`config.mk`:
```
export PLATFORM = sky130hd
export DESIGN_NAME = control_pipeline_flat
export DESIGN_NICKNAME = d
export VERILOG_FILES = /design/src/rtl/control_pipeline_if.sv /design/src/rtl/control_pipeline.sv /design/src/flat_wrapper.sv
export SDC_FILE = /design/constraint.sdc
export NUM_CORES = 1
export LEC_CHECK = 0
export ABC_AREA = 1
export CAP_MARGIN = 20
export CELL_PAD_IN_SITES_DETAIL_PLACEMENT = 1
export CELL_PAD_IN_SITES_GLOBAL_PLACEMENT = 1
export CORE_MARGIN = 4
export CORE_UTILIZATION = 20
export CTS_CLUSTER_SIZE = 20
export DETAILED_ROUTE_END_ITERATION = 8
export PLACE_DENSITY_LB_ADDON = 0.1
export SLEW_MARGIN = 20
export SYNTH_ARGS = -nofsm -noshare
export SYNTH_HDL_FRONTEND = slang
export SYNTH_SLANG_ARGS = --single-unit
```
`constraint.sdc`:
```
create_clock -name clk -period 1.5 [get_ports clk]
set_clock_uncertainty 0.1 [all_clocks]
set_input_delay 0.225 -clock clk [delete_from_list [all_inputs] [get_ports clk]]
set_output_delay 0.225 -clock clk [all_outputs]
set_load 0.01 [all_outputs]
```
`src/rtl/control_pipeline_if.sv`:
```
`default_nettype none
// ============================================================================
// Module   : control_pipeline_if
// Brief    : Instruction input plus ID/EX/MEM control bundles of the decode
//            and control-signal pipeline.
// Revision : 1.0
// ============================================================================
interface control_pipeline_if;
    logic [31:0] instruction;

    logic [3:0]  id_alu_op;
    logic [1:0]  id_am;
    logic        id_load, id_mem_write, id_mem_size, id_mem_e;
    logic        id_store_cc, id_b, id_bl, id_rf_e;

    logic [3:0]  ex_alu_op;
    logic [1:0]  ex_am;
    logic        ex_load, ex_mem_write, ex_mem_size, ex_mem_e;
    logic        ex_store_cc, ex_b, ex_bl, ex_rf_e;

    logic        mem_load, mem_mem_write, mem_mem_size, mem_mem_e, mem_rf_e;

    modport master (
        output instruction,
        input  id_alu_op, id_am, id_load, id_mem_write, id_mem_size, id_mem_e,
               id_store_cc, id_b, id_bl, id_rf_e,
               ex_alu_op, ex_am, ex_load, ex_mem_write, ex_mem_size, ex_mem_e,
               ex_store_cc, ex_b, ex_bl, ex_rf_e,
               mem_load, mem_mem_write, mem_mem_size, mem_mem_e, mem_rf_e
    );

    modport slave (
        input  instruction,
        output id_alu_op, id_am, id_load, id_mem_write, id_mem_size, id_mem_e,
               id_store_cc, id_b, id_bl, id_rf_e,
               ex_alu_op, ex_am, ex_load, ex_mem_write, ex_mem_size, ex_mem_e,
               ex_store_cc, ex_b, ex_bl, ex_rf_e,
               mem_load, mem_mem_write, mem_mem_size, mem_mem_e, mem_rf_e
    );
endinterface
`default_nettype wire

```
`src/rtl/control_pipeline.sv`:
```
`default_nettype none
// ============================================================================
// Module   : control_pipeline
// Brief    : ARM-subset instruction decoder feeding ID/EX and EX/MEM control
//            register stages.
// Revision : 1.0
// ============================================================================
module control_pipeline (
    input  wire logic          clk,
    input  wire logic          reset,
    control_pipeline_if.slave  bus
);
    localparam logic [2:0] c_CLS_DP_REG = 3'b000;
    localparam logic [2:0] c_CLS_DP_IMM = 3'b001;
    localparam logic [2:0] c_CLS_LS_IMM = 3'b010;
    localparam logic [2:0] c_CLS_LS_REG = 3'b011;
    localparam logic [2:0] c_CLS_BRANCH = 3'b101;
    localparam logic [3:0] c_ALU_ADD    = 4'b0100;
    localparam logic [3:0] c_ALU_SUB    = 4'b0010;

    logic [31:0] w_ins;
    logic [2:0]  w_class;
    logic [3:0]  w_alu_op;
    logic [1:0]  w_am;
    logic        w_load, w_mem_write, w_mem_size, w_mem_e;
    logic        w_store_cc, w_b, w_bl, w_rf_e;

    assign w_ins   = bus.instruction;
    assign w_class = w_ins[27:25];

    always_comb begin
        w_alu_op    = 4'b0000;
        w_am        = 2'b00;
        w_load      = 1'b0;
        w_mem_write = 1'b0;
        w_mem_size  = 1'b0;
        w_mem_e     = 1'b0;
        w_store_cc  = 1'b0;
        w_b         = 1'b0;
        w_bl        = 1'b0;
        w_rf_e      = 1'b0;
        if (w_ins != 32'd0) begin
            case (w_class)
                c_CLS_DP_REG, c_CLS_DP_IMM: begin
                    w_alu_op   = w_ins[24:21];
                    w_am       = {1'b0, w_class[0]};
                    w_store_cc = w_ins[20];
                    // TST/TEQ/CMP/CMN (1000-1011) only update flags
                    w_rf_e     = (w_ins[24:23] != 2'b10);
                end
                c_CLS_LS_IMM, c_CLS_LS_REG: begin
                    w_mem_e     = 1'b1;
                    w_load      = w_ins[20];
                    w_mem_write = ~w_ins[20];
                    w_rf_e      = w_ins[20];
                    w_mem_size  = w_ins[22];
                    w_alu_op    = w_ins[23] ? c_ALU_ADD : c_ALU_SUB;
                    w_am        = {1'b1, w_class[0]};
                end
                c_CLS_BRANCH: begin
                    w_b      = 1'b1;
                    w_bl     = w_ins[24];
                    w_rf_e   = w_ins[24];
                    w_alu_op = c_ALU_ADD;
                end
                default: ;
            endcase
        end
    end

    assign bus.id_alu_op    = w_alu_op;
    assign bus.id_am        = w_am;
    assign bus.id_load      = w_load;
    assign bus.id_mem_write = w_mem_write;
    assign bus.id_mem_size  = w_mem_size;
    assign bus.id_mem_e     = w_mem_e;
    assign bus.id_store_cc  = w_store_cc;
    assign bus.id_b         = w_b;
    assign bus.id_bl        = w_bl;
    assign bus.id_rf_e      = w_rf_e;

    // ID/EX carries the whole bundle; EX/MEM only the memory/write-back subset
    logic [3:0] r_ex_alu_op;
    logic [1:0] r_ex_am;
    logic       r_ex_load, r_ex_mem_write, r_ex_mem_size, r_ex_mem_e;
    logic       r_ex_store_cc, r_ex_b, r_ex_bl, r_ex_rf_e;
    logic       r_mem_load, r_mem_mem_write, r_mem_mem_size, r_mem_mem_e, r_mem_rf_e;

    always_ff @(posedge clk) begin
        if (reset) begin
            r_ex_alu_op     <= 4'b0000;
            r_ex_am         <= 2'b00;
            r_ex_load       <= 1'b0;
            r_ex_mem_write  <= 1'b0;
            r_ex_mem_size   <= 1'b0;
            r_ex_mem_e      <= 1'b0;
            r_ex_store_cc   <= 1'b0;
            r_ex_b          <= 1'b0;
            r_ex_bl         <= 1'b0;
            r_ex_rf_e       <= 1'b0;
            r_mem_load      <= 1'b0;
            r_mem_mem_write <= 1'b0;
            r_mem_mem_size  <= 1'b0;
            r_mem_mem_e     <= 1'b0;
            r_mem_rf_e      <= 1'b0;
        end else begin
            r_ex_alu_op     <= w_alu_op;
            r_ex_am         <= w_am;
            r_ex_load       <= w_load;
            r_ex_mem_write  <= w_mem_write;
            r_ex_mem_size   <= w_mem_size;
            r_ex_mem_e      <= w_mem_e;
            r_ex_store_cc   <= w_store_cc;
            r_ex_b          <= w_b;
            r_ex_bl         <= w_bl;
            r_ex_rf_e       <= w_rf_e;
            r_mem_load      <= r_ex_load;
            r_mem_mem_write <= r_ex_mem_write;
            r_mem_mem_size  <= r_ex_mem_size;
            r_mem_mem_e     <= r_ex_mem_e;
            r_mem_rf_e      <= r_ex_rf_e;
        end
    end

    assign bus.ex_alu_op     = r_ex_alu_op;
    assign bus.ex_am         = r_ex_am;
    assign bus.ex_load       = r_ex_load;
    assign bus.ex_mem_write  = r_ex_mem_write;
    assign bus.ex_mem_size   = r_ex_mem_size;
    assign bus.ex_mem_e      = r_ex_mem_e;
    assign bus.ex_store_cc   = r_ex_store_cc;
    assign bus.ex_b          = r_ex_b;
    assign bus.ex_bl         = r_ex_bl;
    assign bus.ex_rf_e       = r_ex_rf_e;
    assign bus.mem_load      = r_mem_load;
    assign bus.mem_mem_write = r_mem_mem_write;
    assign bus.mem_mem_size  = r_mem_mem_size;
    assign bus.mem_mem_e     = r_mem_mem_e;
    assign bus.mem_rf_e      = r_mem_rf_e;
endmodule
`default_nettype wire

```
`src/flat_wrapper.sv`:
```
// flat-port wrapper written by rule: the top's interface ports become plain ports
module control_pipeline_flat 
  (clk, reset, bus_instruction, bus_id_alu_op, bus_id_am, bus_id_load, bus_id_mem_write, bus_id_mem_size, bus_id_mem_e, bus_id_store_cc, bus_id_b, bus_id_bl, bus_id_rf_e, bus_ex_alu_op, bus_ex_am, bus_ex_load, bus_ex_mem_write, bus_ex_mem_size, bus_ex_mem_e, bus_ex_store_cc, bus_ex_b, bus_ex_bl, bus_ex_rf_e, bus_mem_load, bus_mem_mem_write, bus_mem_mem_size, bus_mem_mem_e, bus_mem_rf_e);
  control_pipeline_if bus_i ();
  input  wire logic clk;
  input  wire logic reset;
  input wire logic [$bits(bus_i.instruction)-1:0] bus_instruction;
  output wire logic [$bits(bus_i.id_alu_op)-1:0] bus_id_alu_op;
  output wire logic [$bits(bus_i.id_am)-1:0] bus_id_am;
  output wire logic [$bits(bus_i.id_load)-1:0] bus_id_load;
  output wire logic [$bits(bus_i.id_mem_write)-1:0] bus_id_mem_write;
  output wire logic [$bits(bus_i.id_mem_size)-1:0] bus_id_mem_size;
  output wire logic [$bits(bus_i.id_mem_e)-1:0] bus_id_mem_e;
  output wire logic [$bits(bus_i.id_store_cc)-1:0] bus_id_store_cc;
  output wire logic [$bits(bus_i.id_b)-1:0] bus_id_b;
  output wire logic [$bits(bus_i.id_bl)-1:0] bus_id_bl;
  output wire logic [$bits(bus_i.id_rf_e)-1:0] bus_id_rf_e;
  output wire logic [$bits(bus_i.ex_alu_op)-1:0] bus_ex_alu_op;
  output wire logic [$bits(bus_i.ex_am)-1:0] bus_ex_am;
  output wire logic [$bits(bus_i.ex_load)-1:0] bus_ex_load;
  output wire logic [$bits(bus_i.ex_mem_write)-1:0] bus_ex_mem_write;
  output wire logic [$bits(bus_i.ex_mem_size)-1:0] bus_ex_mem_size;
  output wire logic [$bits(bus_i.ex_mem_e)-1:0] bus_ex_mem_e;
  output wire logic [$bits(bus_i.ex_store_cc)-1:0] bus_ex_store_cc;
  output wire logic [$bits(bus_i.ex_b)-1:0] bus_ex_b;
  output wire logic [$bits(bus_i.ex_bl)-1:0] bus_ex_bl;
  output wire logic [$bits(bus_i.ex_rf_e)-1:0] bus_ex_rf_e;
  output wire logic [$bits(bus_i.mem_load)-1:0] bus_mem_load;
  output wire logic [$bits(bus_i.mem_mem_write)-1:0] bus_mem_mem_write;
  output wire logic [$bits(bus_i.mem_mem_size)-1:0] bus_mem_mem_size;
  output wire logic [$bits(bus_i.mem_mem_e)-1:0] bus_mem_mem_e;
  output wire logic [$bits(bus_i.mem_rf_e)-1:0] bus_mem_rf_e;
  assign bus_i.instruction = bus_instruction;
  assign bus_id_alu_op = bus_i.id_alu_op;
  assign bus_id_am = bus_i.id_am;
  assign bus_id_load = bus_i.id_load;
  assign bus_id_mem_write = bus_i.id_mem_write;
  assign bus_id_mem_size = bus_i.id_mem_size;
  assign bus_id_mem_e = bus_i.id_mem_e;
  assign bus_id_store_cc = bus_i.id_store_cc;
  assign bus_id_b = bus_i.id_b;
  assign bus_id_bl = bus_i.id_bl;
  assign bus_id_rf_e = bus_i.id_rf_e;
  assign bus_ex_alu_op = bus_i.ex_alu_op;
  assign bus_ex_am = bus_i.ex_am;
  assign bus_ex_load = bus_i.ex_load;
  assign bus_ex_mem_write = bus_i.ex_mem_write;
  assign bus_ex_mem_size = bus_i.ex_mem_size;
  assign bus_ex_mem_e = bus_i.ex_mem_e;
  assign bus_ex_store_cc = bus_i.ex_store_cc;
  assign bus_ex_b = bus_i.ex_b;
  assign bus_ex_bl = bus_i.ex_bl;
  assign bus_ex_rf_e = bus_i.ex_rf_e;
  assign bus_mem_load = bus_i.mem_load;
  assign bus_mem_mem_write = bus_i.mem_mem_write;
  assign bus_mem_mem_size = bus_i.mem_mem_size;
  assign bus_mem_mem_e = bus_i.mem_mem_e;
  assign bus_mem_rf_e = bus_i.mem_rf_e;
  control_pipeline u_core (.clk(clk), .reset(reset), .bus(bus_i));
endmodule
```
## Word level (Yosys, flattened, before mapping)

Index checks and enable logic that the tools add are counted.

- Output and inout port bits: 33
- Register bits after elaboration: 19
- Word-level logic and storage cells: 46

- Bitwise logic cells: 1
- Multiplexer cells: 21
- Eq/ne operators: 5
- Reductions and logical operators: 4

Operators by type and width:

| kind | number |
|---|---|
| nonzero test 32 bit | 1 |
| 2-to-1 mux 1 bit | 15 |
| one-hot mux 4 bit (3 select lines) | 1 |
| == test 3 x 2 -> 1 bit (second input constant) | 2 |
| 2-to-1 mux 4 bit | 1 |
| one-hot mux 2 bit (2 select lines) | 1 |
| OR reduction 2 bit | 2 |
| == test 3 x 1 -> 1 bit (second input constant) | 1 |
| == test 3 bit (second input constant) | 1 |
| logical NOT 3 bit | 1 |
| 2-to-1 mux 3 bit | 1 |
| one-hot mux 1 bit (3 select lines) | 1 |
| 2-to-1 mux 2 bit | 1 |
| != test 2 bit (second input constant) | 1 |
| NOT 1 bit | 1 |

## Logic depth before layout (Yosys ltp)

- Depth after elaboration: 4
- Gate-level depth with buffers: 6

## Worst setup path before layout

OpenSTA, ideal clock, no wires.

- Path kind: input-to-output
- From: input bus_instruction[26]
- To: output bus_id_rf_e
- Buffers on the path: 0
- Data required time: 1175 ps
- Cell stages on the path: 5
- Arrival: 831 ps
- Slack: 344 ps
- Cell sequence: inv_1 nand3_2 nor2_4 nor2_1 nor2_1

- Word-level cells in the longest chain between the ends: 4

Ends and longest elaborated chain:

| item | line | source |
|---|---|---|
| start: declaration | flat_wrapper.sv:7 | `input wire logic [$bits(bus_i.instruction)-1:0] bus_instruction;` |
| == test 3 x 2 -> 1 bit, or another cell as far along | control_pipeline.sv:43 | `case (w_class)` |
| OR reduction 2 bit | control_pipeline.sv:43 |  |
| one-hot mux 1 bit (3 select lines) | control_pipeline.sv:43 |  |
| 2-to-1 mux 1 bit * | control_pipeline.sv:42 | `if (w_ins != 32'd0) begin` |
| end: declaration | flat_wrapper.sv:17 | `output wire logic [$bits(bus_i.id_rf_e)-1:0] bus_id_rf_e;` |

Every way passes the cells marked *; elsewhere a longest branch is shown, timed or not.

## Worst setup path in the final report

- From: register u_core.r_ex_rf_e, in the netlist u_core.bus.ex_rf_e
- To: output bus_ex_rf_e

RTL lines:

| item | line | source |
|---|---|---|
| start: declaration | control_pipeline.sv:86 | `logic r_ex_store_cc, r_ex_b, r_ex_bl, r_ex_rf_e;` |
| start signal: assignment | control_pipeline.sv:116 | `r_ex_rf_e <= w_rf_e;` |
| end: declaration | flat_wrapper.sv:27 | `output wire logic [$bits(bus_i.ex_rf_e)-1:0] bus_ex_rf_e;` |

No word-level cell between the ends.

==> metrics <==
commonest non-fill, non-tap cell in the layout nor2_1; Seq/Total Area, Yosys 0.482; #FFs+latches synth 18; Hold Violations, Final 0; Slowest-stage cell, CP clkdlybuf4s50_1; Core Util, Final 0.474; I/O Buffers 66; DRT Pass-1 Iters 4; period utilisation layout 0.965; Post-Syn Nets 140; Synth cell types 15; gpl congestion approximately 0.74; initial core utilization 0.216; Sw Share 0.239; NetSw 274 uW; Core Region 3470 um2; Worst Hold Slack between 0.15 and 0.2 ns; initial antenna violation count 0; latest clock arrival within the worst-skew pair about 0.25 ns; Crit path max-delay family buffers and inverters; Critical Path End Type primary output; Die ar. approximately 4800 um2; die width a little under 70 um; post-layout min period approximately 1.4 ns; slew margin rel. 0.858; GR Overflow Total 0; CTS sink cnt 18; # setup viols final 0; Diodes inserted 0; DRC 0; initial DRC count 36; Max FO, Critical Path 2; wire length on met3 221 um; routed vias/inst approximately 4.0; Site Rows 21; total power 1.15 mW; wire per inst 11.8 um; outcome complete, no violations; Int Power 874 uW; worst min path class in -> reg; CTS Buf Count 3; Die Span Y 69.2 um; startpoint types flip-flop; CP required 1.17 ns; highest routed layer met4; global router's overall resource usage 0.115; main combinational cell family by area after synthesis simple AND/OR/NAND/NOR gates; Max Slew Vio Count 0; final WL 2.91 mm; Synth Area in Simple Gates 0.378; antenna viol nets, final 0; Root Driver clkbuf_8; Logic pwr share 0.232; IO Count 67; kind of critical path reg -> out; Max IR drop VDD 298 uV; Post-Syn Instances 106; fmax 691 MHz; Pwr Density between 600 and 700 nW/um2; WP buf/inv 1; first-pass GRT wire length 4.51 mm; met2 WL post-DR 1.64 mm; mux contribution to synthesized area 0; dpl hpwl about 2.4 mm; Synth Warn # 0; largest net degree at the start of global routing 11; dpl cells between 200 and 250; Syn-to-layout area delta 120%; Leak around 0.84 nW; Slowest Stage Delay on Critical Path 0.54 ns; via count 978; Max clock buf depth 2; Worst-path clk slew about 0.070 ns; Syn Area/Cell 7.06 um2; # fillers 470; DRT met1 WL 1.00 mm; commonest cells after routing, fill and taps aside 37 x nor2_1, 28 x buf_4, 21 x clkbuf_2; Synth Area in XOR/XNOR 0; Compound-Gate Fraction of Synth Area 0.0234; ratio of cells with drive above 1 in the final layout 0.378; measured slew at the worst slew-check pin 0.212 ns; vias in the first global route 1029; share of power burned in the clock network 0.333; crit path cell chain clkdlybuf4s50_1; CTS tree done; Synth Cell Area around 750 um2; sequential power share 0.435; CP arrival approximately 1.1 ns; htree depth 1; Layout Cells excl Fill 247; # nets final 236; MaxCap Viol Count 0; Synth Area in Adders 0; setup TNS 0 ns
## routing by layer
layer / up-vias / track usage
li1: 500 / -
met1: 434 / 0.105
met2: 40 / 0.226
met3: 4 / 0.0363
met4: 0 / 0.0521
met5: - / 0
## final cells by class
type,instances,area [um2],share of cell area
Clock buffer,4,55.1,0.0335
Inverter,17,63.8,0.0388
Multi-Input combinational cell,67,344,0.209
Sequential cell,18,360,0.219
Tap cell,46,57.6,0.0350
Timing Repair Buffer,95,763,0.464
## cells by family after synthesis
family                 Yosys count
AOI/OAI and AO/OA                2
buffers and inverters           21
DFF                             18
and+or+nand+nor                 65
## worst reg2reg max path: stages, from the launching register on
cell and delay [ns]:
dfxtp_1 0.35, inv_1 0.05, nor2_1 0.07
## flip-flops by register name, summed over array words and instances (netlist names)
register / flops
u_core.bus.mem_load: 1
u_core.bus.mem_rf_e: 1
u_core.bus.ex_rf_e: 1
u_core.bus.ex_store_cc: 1
u_core.bus.ex_am: 2
u_core.bus.mem_mem_write: 1
u_core.bus.ex_load: 1
u_core.bus.ex_alu_op: 4
u_core.bus.mem_mem_size: 1
u_core.bus.ex_mem_size: 1
u_core.bus.ex_bl: 1
u_core.bus.ex_mem_write: 1
u_core.bus.ex_b: 1
u_core.bus.mem_mem_e: 1
## cells in the mapped netlist
cell type | number | area share
buf_2 | 1 | 0.0067
o21ai_0 | 1 | 0.0067
inv_2 | 1 | 0.0050
nor3_2 | 1 | 0.013
buf_4 | 2 | 0.020
inv_1 | 16 | 0.080
dfxtp_1 | 18 | 0.48
nor2_1 | 41 | 0.21
nor2_4 | 2 | 0.030
o22ai_2 | 1 | 0.017
nand3_2 | 1 | 0.013
nand2_1 | 12 | 0.060
nor2_2 | 1 | 0.0084
nor3_1 | 7 | 0.047
clkbuf_1 | 1 | 0.0050
## repair_timing
action	CTS	global route
gates resized for setup	72	63
pin swaps	21	33
hold buffers	0	0
setup buffers	6	3
setup endpoints to repair	14	13
## worst paths after layout
path,startpoint,end,slack (ns),depth (start not counted)
max,u_core.bus.ex_rf_e$_SDFF_PP0_,bus_ex_rf_e,0.05,1
max reg2reg,u_core.bus.ex_am[1]$_SDFF_PP0_,u_core.bus.mem_mem_e$_SDFF_PP0_,0.87,2
min reg2reg,u_core.bus.ex_load$_SDFF_PP0_,u_core.bus.mem_load$_SDFF_PP0_,0.32,2
min,bus_instruction[25],u_core.bus.ex_am[0]$_SDFF_PP0_,0.17,3
## per-stage QoR
| stage | setup WS (ns) | cell area [um2] |
|---|---|---|
| detailed placement | -0.722 | 1600 |
| finish | 0.0519 | 1640 |
| global route | -0.0353 | 1640 |
| global placement | -0.624 | 1600 |
| floorplan | 0.344 | 748 |
| CTS | -0.117 | 1660 |
## power groups by stage
stage	clock network, mW	logic (mW)	registers (mW)
finish	0.382	0.267	0.499
CTS	0.398	0.261	0.499
global placement	0	0.292	0.509
detailed placement	0	0.298	0.510
floorplan	0	0.0752	0.518
global route	0.425	0.292	0.500
Note: power is estimated with default switching activity, not from simulation.
